`config.mk`:
```
export PLATFORM = sky130hd
export DESIGN_NAME = mult_div_unit
export DESIGN_NICKNAME = d
export VERILOG_FILES = /design/src/rtl/mult_div_pkg.sv /design/src/rtl/cond_negate.sv /design/src/rtl/mult_div_unit.sv
export SDC_FILE = /design/constraint.sdc
export NUM_CORES = 1
export LEC_CHECK = 0
export CAP_MARGIN = 10
export CORE_ASPECT_RATIO = 0.9
export CORE_MARGIN = 2
export CORE_UTILIZATION = 62
export DETAILED_ROUTE_END_ITERATION = 10
export HOLD_SLACK_MARGIN = 0.08
export PLACE_DENSITY = 0.87
export SETUP_SLACK_MARGIN = 0.5
export SYNTH_ARGS = -nofsm -noshare
export SYNTH_HDL_FRONTEND = slang
export SYNTH_HIERARCHICAL = 1
export SYNTH_SLANG_ARGS = --single-unit
export TNS_END_PERCENT = 20
```
`constraint.sdc`:
```
create_clock -name clk -period 13 [get_ports clk]
set_input_delay 3.9 -clock clk [delete_from_list [all_inputs] [get_ports clk]]
set_output_delay 3.9 -clock clk [all_outputs]
set_load 0.005 [all_outputs]
```
`src/rtl/mult_div_pkg.sv`:
```
// mult_div_pkg: shared state and op encodings for mult_div_unit.
package mult_div_pkg;
    typedef enum logic [1:0] {IDLE, CALC, FIX} stateT;
    localparam logic OP_MULT = 1'b0;
    localparam logic OP_DIV = 1'b1;
endpackage

```
`src/rtl/cond_negate.sv`:
```
// cond_negate: combinational two's-complement negate when neg is set.
module cond_negate #(
    parameter int WIDTH = 32
) (
    input  logic             neg,
    input  logic [WIDTH-1:0] x,
    output logic [WIDTH-1:0] y
);
    assign y = neg ? -x : x;
endmodule

```
`src/rtl/mult_div_unit.sv`:
```
// mult_div_unit: multicycle shift-add multiplier / restoring divider with HI/LO result registers.
// Define MULT_DIV_SIGNED_EN to honour the sign input (sign-magnitude operands, FIX correction).
module mult_div_unit
    import mult_div_pkg::*;
#(
    parameter int WIDTH = 32
) (
    input  logic             clk,
    input  logic             reset,
    input  logic             start,
    input  logic             op,
    input  logic             sign,
    input  logic [WIDTH-1:0] a,
    input  logic [WIDTH-1:0] b,
    output logic             busy,
    output logic             done,
    output logic             div_zero,
    output logic [WIDTH-1:0] hi,
    output logic [WIDTH-1:0] lo
);
    localparam int CW = $clog2(WIDTH) + 1;
    stateT state, stateNext;
    logic opReg, zeroPend, accept, isZeroDiv;
    logic [CW-1:0] count;
    logic [2*WIDTH-1:0] acc;
    logic [WIDTH-1:0] opnd, aMag, bMag, loRes, hiRes;
    logic [WIDTH:0] addSum, trial;
    assign accept = start && state == IDLE && !zeroPend;
    assign isZeroDiv = op == OP_DIV && b == '0;
    assign addSum = {1'b0, acc[2*WIDTH-1:WIDTH]} + {1'b0, (acc[0] ? opnd : {WIDTH{1'b0}})};
    assign trial = acc[2*WIDTH-1:WIDTH-1] - {1'b0, opnd};
`ifdef MULT_DIV_SIGNED_EN
    logic negQ, negR;
    logic [2*WIDTH-1:0] prodFix;
    logic [WIDTH-1:0] quotFix, remFix;
    cond_negate #(.WIDTH(WIDTH)) uNegA (.neg(sign & a[WIDTH-1]), .x(a), .y(aMag));
    cond_negate #(.WIDTH(WIDTH)) uNegB (.neg(sign & b[WIDTH-1]), .x(b), .y(bMag));
    cond_negate #(.WIDTH(2*WIDTH)) uNegP (.neg(negQ), .x(acc), .y(prodFix));
    cond_negate #(.WIDTH(WIDTH)) uNegQ (.neg(negQ), .x(acc[WIDTH-1:0]), .y(quotFix));
    cond_negate #(.WIDTH(WIDTH)) uNegR (.neg(negR), .x(acc[2*WIDTH-1:WIDTH]), .y(remFix));
    assign loRes = opReg == OP_DIV ? quotFix : prodFix[WIDTH-1:0];
    assign hiRes = opReg == OP_DIV ? remFix : prodFix[2*WIDTH-1:WIDTH];
`else
    logic unusedSign;
    assign unusedSign = sign;
    assign aMag = a;
    assign bMag = b;
    assign loRes = acc[WIDTH-1:0];
    assign hiRes = acc[2*WIDTH-1:WIDTH];
`endif
    always_ff @(posedge clk or posedge reset) begin
        if (reset) state <= IDLE;
        else state <= stateNext;
    end
    always_comb begin
        stateNext = (state == IDLE) ? ((accept && !isZeroDiv) ? CALC : IDLE)
                  : (state == CALC) ? ((count == CW'(1)) ? FIX : CALC) : IDLE;
    end
    // Divide by zero stays IDLE; zeroPend delays done/div_zero by one edge.
    always_ff @(posedge clk or posedge reset) begin
        if (reset) begin
            opReg <= 1'b0;
            zeroPend <= 1'b0;
            count <= '0;
            acc <= '0;
            opnd <= '0;
            busy <= 1'b0;
            done <= 1'b0;
            div_zero <= 1'b0;
            hi <= '0;
            lo <= '0;
`ifdef MULT_DIV_SIGNED_EN
            negQ <= 1'b0;
            negR <= 1'b0;
`endif
        end else begin
            done <= 1'b0;
            zeroPend <= 1'b0;
            if (zeroPend) begin
                done <= 1'b1;
                div_zero <= 1'b1;
            end
            if (accept) begin
                opReg <= op;
                div_zero <= 1'b0;
                zeroPend <= isZeroDiv;
                busy <= !isZeroDiv;
                count <= CW'(WIDTH);
                acc <= {{WIDTH{1'b0}}, (op == OP_DIV ? aMag : bMag)};
                opnd <= op == OP_DIV ? bMag : aMag;
`ifdef MULT_DIV_SIGNED_EN
                negQ <= sign & (a[WIDTH-1] ^ b[WIDTH-1]);
                negR <= sign & a[WIDTH-1];
`endif
            end
            if (state == CALC) begin
                count <= count - CW'(1);
                acc <= opReg == OP_MULT ? {addSum, acc[WIDTH-1:1]}
                     : trial[WIDTH] ? {acc[2*WIDTH-2:0], 1'b0}
                     : {trial[WIDTH-1:0], acc[WIDTH-2:0], 1'b1};
            end
            if (state == FIX) begin
                hi <= hiRes;
                lo <= loRes;
                done <= 1'b1;
                busy <= 1'b0;
            end
        end
    end
endmodule

```
==> impl_metrics.tcl, run 1 <==
set metrics [dict create \
    grt_setup_unrepaired "false" \
    vias 10305 \
    cts_setup_buffers 0 \
    portBuffers 134 \
    fin_crit_ps 5930 \
    antenna_found_initial 0 \
    die_y_um 135 \
    fp.coreArea_mm2 0.0185 \
    die_w_um 149 \
    clock_path_buffers 2 \
    diodes 0 \
    power_density_mw_per_mm2 273 \
    wl_per_cell_um 19.2 \
    ant_nets 0 \
    hold_viol_final 0 \
    min_to "count[5]" \
    synthDistinctLibCells 76 \
    grt_overflow 0 \
    slew_headroom_pct 29.8 \
    synth_edf_count 0 \
    fmax_mhz 169 \
    arrival_ps 6240 \
    drive_above_1_share_pct 9.08 \
    hp-class "reg -> reg" \
    root_buffer "clkbuf_16" \
    place_congestion 0.911 \
    boundaryPins 136 \
    hpwl_mm 22.1 \
    synth_cells 1274 \
    cp_max_fo 70 \
    grt_pass1_wl_mm 50.7 \
    final-max-slew-violation-count 0 \
    synth_top_area_share_pct 36.7 \
    r2r_end "acc[60]" \
    die_area_mm2 0.0201 \
    ys_warn_count 6 \
    place_area_mm2 0.0132 \
    cts_made_buffers 17 \
    cts_tree "built" \
    vdd_drop_max_uv 130 \
    ff2ff_setup_slack_ps 8540 \
    period_share_pct 45.6 \
    grt_max_degree 114 \
    initial_core_util_pct 63.7 \
    grt_pass1_vias 9752 \
    syn-num-nets 1411 \
    syn-cell-area_mm2 0.0118 \
    dp_slack_ps 6630 \
    cts_sinks 173 \
    grt_use_total_pct 31.8 \
    layout_setup_ws_ps 7070 \
    syn2layout_area_growth_pct 16.9 \
    design_area_mm2 0.0138 \
    syn_avg_cell_area_um2 9.26 \
    rows 47 \
    vias_per_cell 6.36 \
    r2r-start "acc[31]" \
    min_path_cells 1 \
    fill_cells 1320 \
    yosys.area.top_type "dfrtp_1" \
    drc_errors 0 \
    leakagePower_nw 6.31 \
    skew_ps 13.9 \
    synth_flop_cell "dfrtp_1" \
    fin_nets 1500 \
    ctsHtreeMaxLevel 4 \
    min_from "count[5]" \
    cap_violations 0 \
    path_class "in -> reg" \
    cp-end-kind "flip-flop" \
    reg2reg_depth 12 \
    synth_seq_cells 173 \
    insertion_delay_ps 450 \
    async_reset_ff_share_pct 100 \
    routed_wl_mm 31.2 \
    holdBufCountCts 0 \
    clk_pin_slew_ps 70 \
    setup_viol 0 \
    dr.pass1.iters 5 \
    setup_tns_ps 0 \
    required_ps 13320 \
    start_kind "input port" \
    drtIter0Drc 1080 \
    yosys-top-cells-area "dfrtp_1 37%, mux2i_1 8.9%, ha_1 7.0%, mux2_2 5.9%, o21ai_0 5.0%" \
    cts-resized-gates 0 \
    outcome "complete, no violations" \
    worst_pin_slew_ps 1050 \
    seq_area_frac_synth_pct 36.7 \
]
layer usage:
metal | global-route usage (%) | part of all wire [%] | vias to the layer above
li1 | - | - | 4830
met4 | 11.4 | 2.7 | 0
met5 | 0 | 0 | -
met3 | 6.11 | 9.7 | 63
met1 | 46.2 | 44 | 4906
met2 | 47.8 | 44 | 506
through the flow:
step                utilization, %  std cells  hold WS (ps)  power, mW
detailed placement            71.4       1589           464       3.19
global placement              71.4       1589           459       3.11
finish                        74.5       1621           475       3.76
CTS                           74.5       1621           473       3.72
floorplan                        -       1274           446       2.61
global route                  74.5       1621           520       4.04
placed cells by master, fill, tap and decap left out, drive strengths merged, types with 33 or more instances in the layout:
| cell | count |
|---|---|
| o211ai | 37 |
| dfrtp | 173 |
| nor2 | 55 |
| nand2 | 129 |
| and2 | 40 |
| clkdlybuf4s50 | 133 |
| a21oi | 82 |
| xnor2 | 33 |
| ha | 66 |
| o21ai | 125 |
| mux2 | 62 |
| inv | 60 |
| mux2i | 105 |
registers in the layout, summed over array words and instances (netlist names):
register,count
busy,1
opnd,32
count,6
div_zero,1
zeroPend,1
state,2
done,1
opReg,1
hi,32
lo,32
acc,64
synthesized netlist by cell type, drive strengths merged (5+ instances only):
cell	instances
mux2i	105
o211ai	37
a21o	21
nor3	10
dfrtp	173
a31oi	11
a22oi	15
mux2	62
xnor2	33
a211oi	5
a221oi	6
nand4	9
nand3	20
o221ai	6
and3	15
a21oi	82
and2	40
nand2b	9
ha	66
nor2	55
o21ai	125
xor2	18
or4	5
nand2	129
buf	12
nor2b	13
o21a	8
o21bai	7
inv	51
clkbuf	60
nor4	9
layout make-up:
cell class              instances  area (um2)  share of cell area (%)
clock inverters                14         145                    1.05
multi-input cells             978        6990                    50.7
well taps                     245         307                    2.22
clock buffers                  18         429                    3.11
repair buffers                142        1400                    10.1
inverters                      51         196                    1.42
flip-flops and latches        173        4330                    31.4
report_power, final:
part           total (mW)  internal [mW]  switching, mW
Combinational        2.26          0.986           1.27
Sequential           1.00          0.758          0.242
Clock               0.506          0.256          0.250
Total                3.76           2.00           1.76
critical path, cell delays in order:
cell             delay (ps)
clkdlybuf4s50_1         500
nor4b_2                 210
buf_4                   620
nor2_2                  230
buf_4                   290
a222oi_1                350
o21ai_0                 140
worst max path at each step:
| stage | from | slack (ps) | to |
|---|---|---|---|
| floorplan | reset | 4410 | acc[0] |
| global placement | start | 6680 | acc[50] |
| detailed placement | start | 6630 | acc[50] |
| CTS | start | 7090 | acc[50] |
| global route | start | 6870 | acc[50] |
| finish | start | 7070 | acc[50] |
cell families after synthesis:
| kind of cell | Yosys count | share of synthesized area, % |
|---|---|---|
| adders and majority gates | 68 | 7.34 |
| and+or+nand+nor | 329 | 13.7 |
| AOI/OAI and AO/OA | 363 | 19.4 |
| muxes | 167 | 14.8 |
| xor gates and xnor gates | 51 | 3.79 |
| DFF | 173 | 36.7 |
| buffers and inverters | 123 | 4.24 |
Note: power is estimated with default switching activity, not from simulation.
==> run 2: changes to the inputs <==
Settings changed: CORE_UTILIZATION 62 to 58, PLACE_DENSITY 0.87 to 0.82.
Clock period 13 ns to 6.11 ns, I/O delays scaled along.
==> impl_metrics.tcl, run 2 (synthesis results as in run 1) <==
set metrics [dict create \
    drtIter0Drc 928 \
    cp_max_fo 41 \
    r2r-start "acc[31]" \
    setup_tns_ps 0 \
    drc_errors 0 \
    fp.coreArea_mm2 0.0200 \
    worst_pin_slew_ps 1050 \
    power_switching_mw 3.73 \
    insertion_delay_ps 450 \
    final-max-slew-violation-count 0 \
    final_common_cell "dfrtp_1" \
    power_frac_clock_pct 14.3 \
    final_cell_mix "172 x dfrtp_1, 133 x clkdlybuf4s50_1, 129 x nand2_1" \
    period_share_pct 71.9 \
    grt_max_degree 86 \
    p_int_mw 4.31 \
    clock_path_buffers 2 \
    whs_ps 494 \
    rows 49 \
    path_class "reg -> reg" \
    antenna_found_initial 0 \
    start_kind "flip-flop" \
    min_path_cells 1 \
    initial_core_util_pct 59.0 \
    hpwl_mm 22.3 \
    comb_power_share_pct 59.1 \
    power_density_mw_per_mm2 579 \
    dr.pass1.iters 5 \
    portBuffers 134 \
    swShare_pct 46.4 \
    cp-startpoint "acc[31]" \
    die_y_um 139 \
    vdd_drop_max_uv 302 \
    grt_pass1_vias 9550 \
    ff2ff_setup_slack_ps 1710 \
    vias_per_cell 6.22 \
    cp-end-kind "flip-flop" \
    min_to "count[5]" \
    min_from "count[5]" \
    required_ps 6410 \
    r2r_end "acc[48]" \
    reg2reg_depth 12 \
    cts_setup_buffers 0 \
    routed_wl_mm 31.0 \
    skew_ps 17.2 \
    ant_nets 0 \
    hp-class "reg -> reg" \
    slew_headroom_pct 29.8 \
    fin_nets 1503 \
    die_w_um 154 \
    holdBufCountCts 0 \
    cts_made_buffers 17 \
    diodes 0 \
    cts_tree "built" \
    syn2layout_area_growth_pct 17.7 \
    boundaryPins 136 \
    ctsHtreeMaxLevel 4 \
    setup_viol 0 \
    grt_use_total_pct 29.3 \
    grt_setup_unrepaired "false" \
    largest_reg_flops 64 \
    layout_setup_ws_ps 1710 \
    cts-resized-gates 0 \
    wl_per_cell_um 19.0 \
    regMostFlops "acc" \
    die_area_mm2 0.0215 \
    outcome "complete, no violations" \
    dp_slack_ps 1780 \
    drive_above_1_share_pct 9.28 \
    clk_pin_slew_ps 80 \
    grt_overflow 0 \
    fmax_mhz 228 \
    root_buffer "clkbuf_16" \
    p_seq_share_pct 26.6 \
    grt_pass1_wl_mm 50.2 \
    cap_violations 0 \
    place_congestion 0.911 \
    vias 10156 \
    cts_sinks 173 \
    hold_viol_final 0 \
    arrival_ps 4700 \
    fin_crit_ps 4400 \
    leakagePower_nw 6.36 \
]
==> run 2: changes by cell type in the layout (fill, tap and decap cells not counted), sizes merged <==
cell,previous run,this run
buf,9,12
bufinv,0,1
clkbuf,18,17
clkinv,3,5
clkinvlp,2,1
inv,60,59
==> run 2: through the flow <==
stage | std cells | total power [mW] | cell area (um2) | utilization, %
floorplan | 1274 | 5.54 | 11800 | -
global placement | 1602 | 6.62 | 13300 | 66.4
detailed placement | 1602 | 6.79 | 13300 | 66.4
CTS | 1634 | 7.97 | 13900 | 69.5
global route | 1634 | 8.68 | 13900 | 69.5
finish | 1634 | 8.04 | 13900 | 69.5
==> run 2: worst max-delay path by stage <==
stage,slack [ps],endpoint
2_1_floorplan,2070,acc[0]
3_3_place_gp,1880,acc[48]
3_5_place_dp,1780,acc[48]
4_1_cts,1740,acc[48]
5_1_grt,1490,acc[48]
6_report,1710,acc[48]
==> run 2: final cells by class <==
| cell class | count | area, um2 |
|---|---|---|
| Clock buffer | 17 | 425 |
| Sequential cell | 173 | 4330 |
| Inverter | 51 | 195 |
| Clock inverter | 15 | 194 |
| Timing Repair Buffer | 145 | 1430 |
| Tap cell | 255 | 319 |
| Multi-Input combinational cell | 978 | 6990 |
| Fill cell | 1518 | 6100 |
==> run 2: power groups by stage <==
| stage | clock network, mW | logic, mW | registers (mW) |
|---|---|---|---|
| floorplan | 0 | 3.61 | 1.94 |
| global placement | 0 | 4.50 | 2.12 |
| detailed placement | 0 | 4.66 | 2.14 |
| CTS | 1.16 | 4.69 | 2.12 |
| global route | 1.21 | 5.27 | 2.20 |
| finish | 1.15 | 4.75 | 2.14 |
==> run 2: per-layer routing <==
metal | track usage (%) | share of wire (%) | up-vias | routed length (um)
li1 | - | - | 4827 | -
met1 | 42.9 | 46 | 4913 | 14200
met2 | 44.4 | 44 | 384 | 13700
met3 | 7.41 | 8.9 | 32 | 2770
met4 | 5.90 | 1.1 | 0 | 341
met5 | 0 | 0 | - | 0
==> run 2: critical path, cell delays in order, from the launching register on <==
cell and delay (ps):
dfrtp_1 430, inv_1 80, ha_1 240, fa_1 410
nor2b_1 240, o31a_1 270, o21ai_2 130, a211oi_1 550
or4_4 250, nand4_4 530, and3_1 550, a221oi_1 390
o21ai_0 140
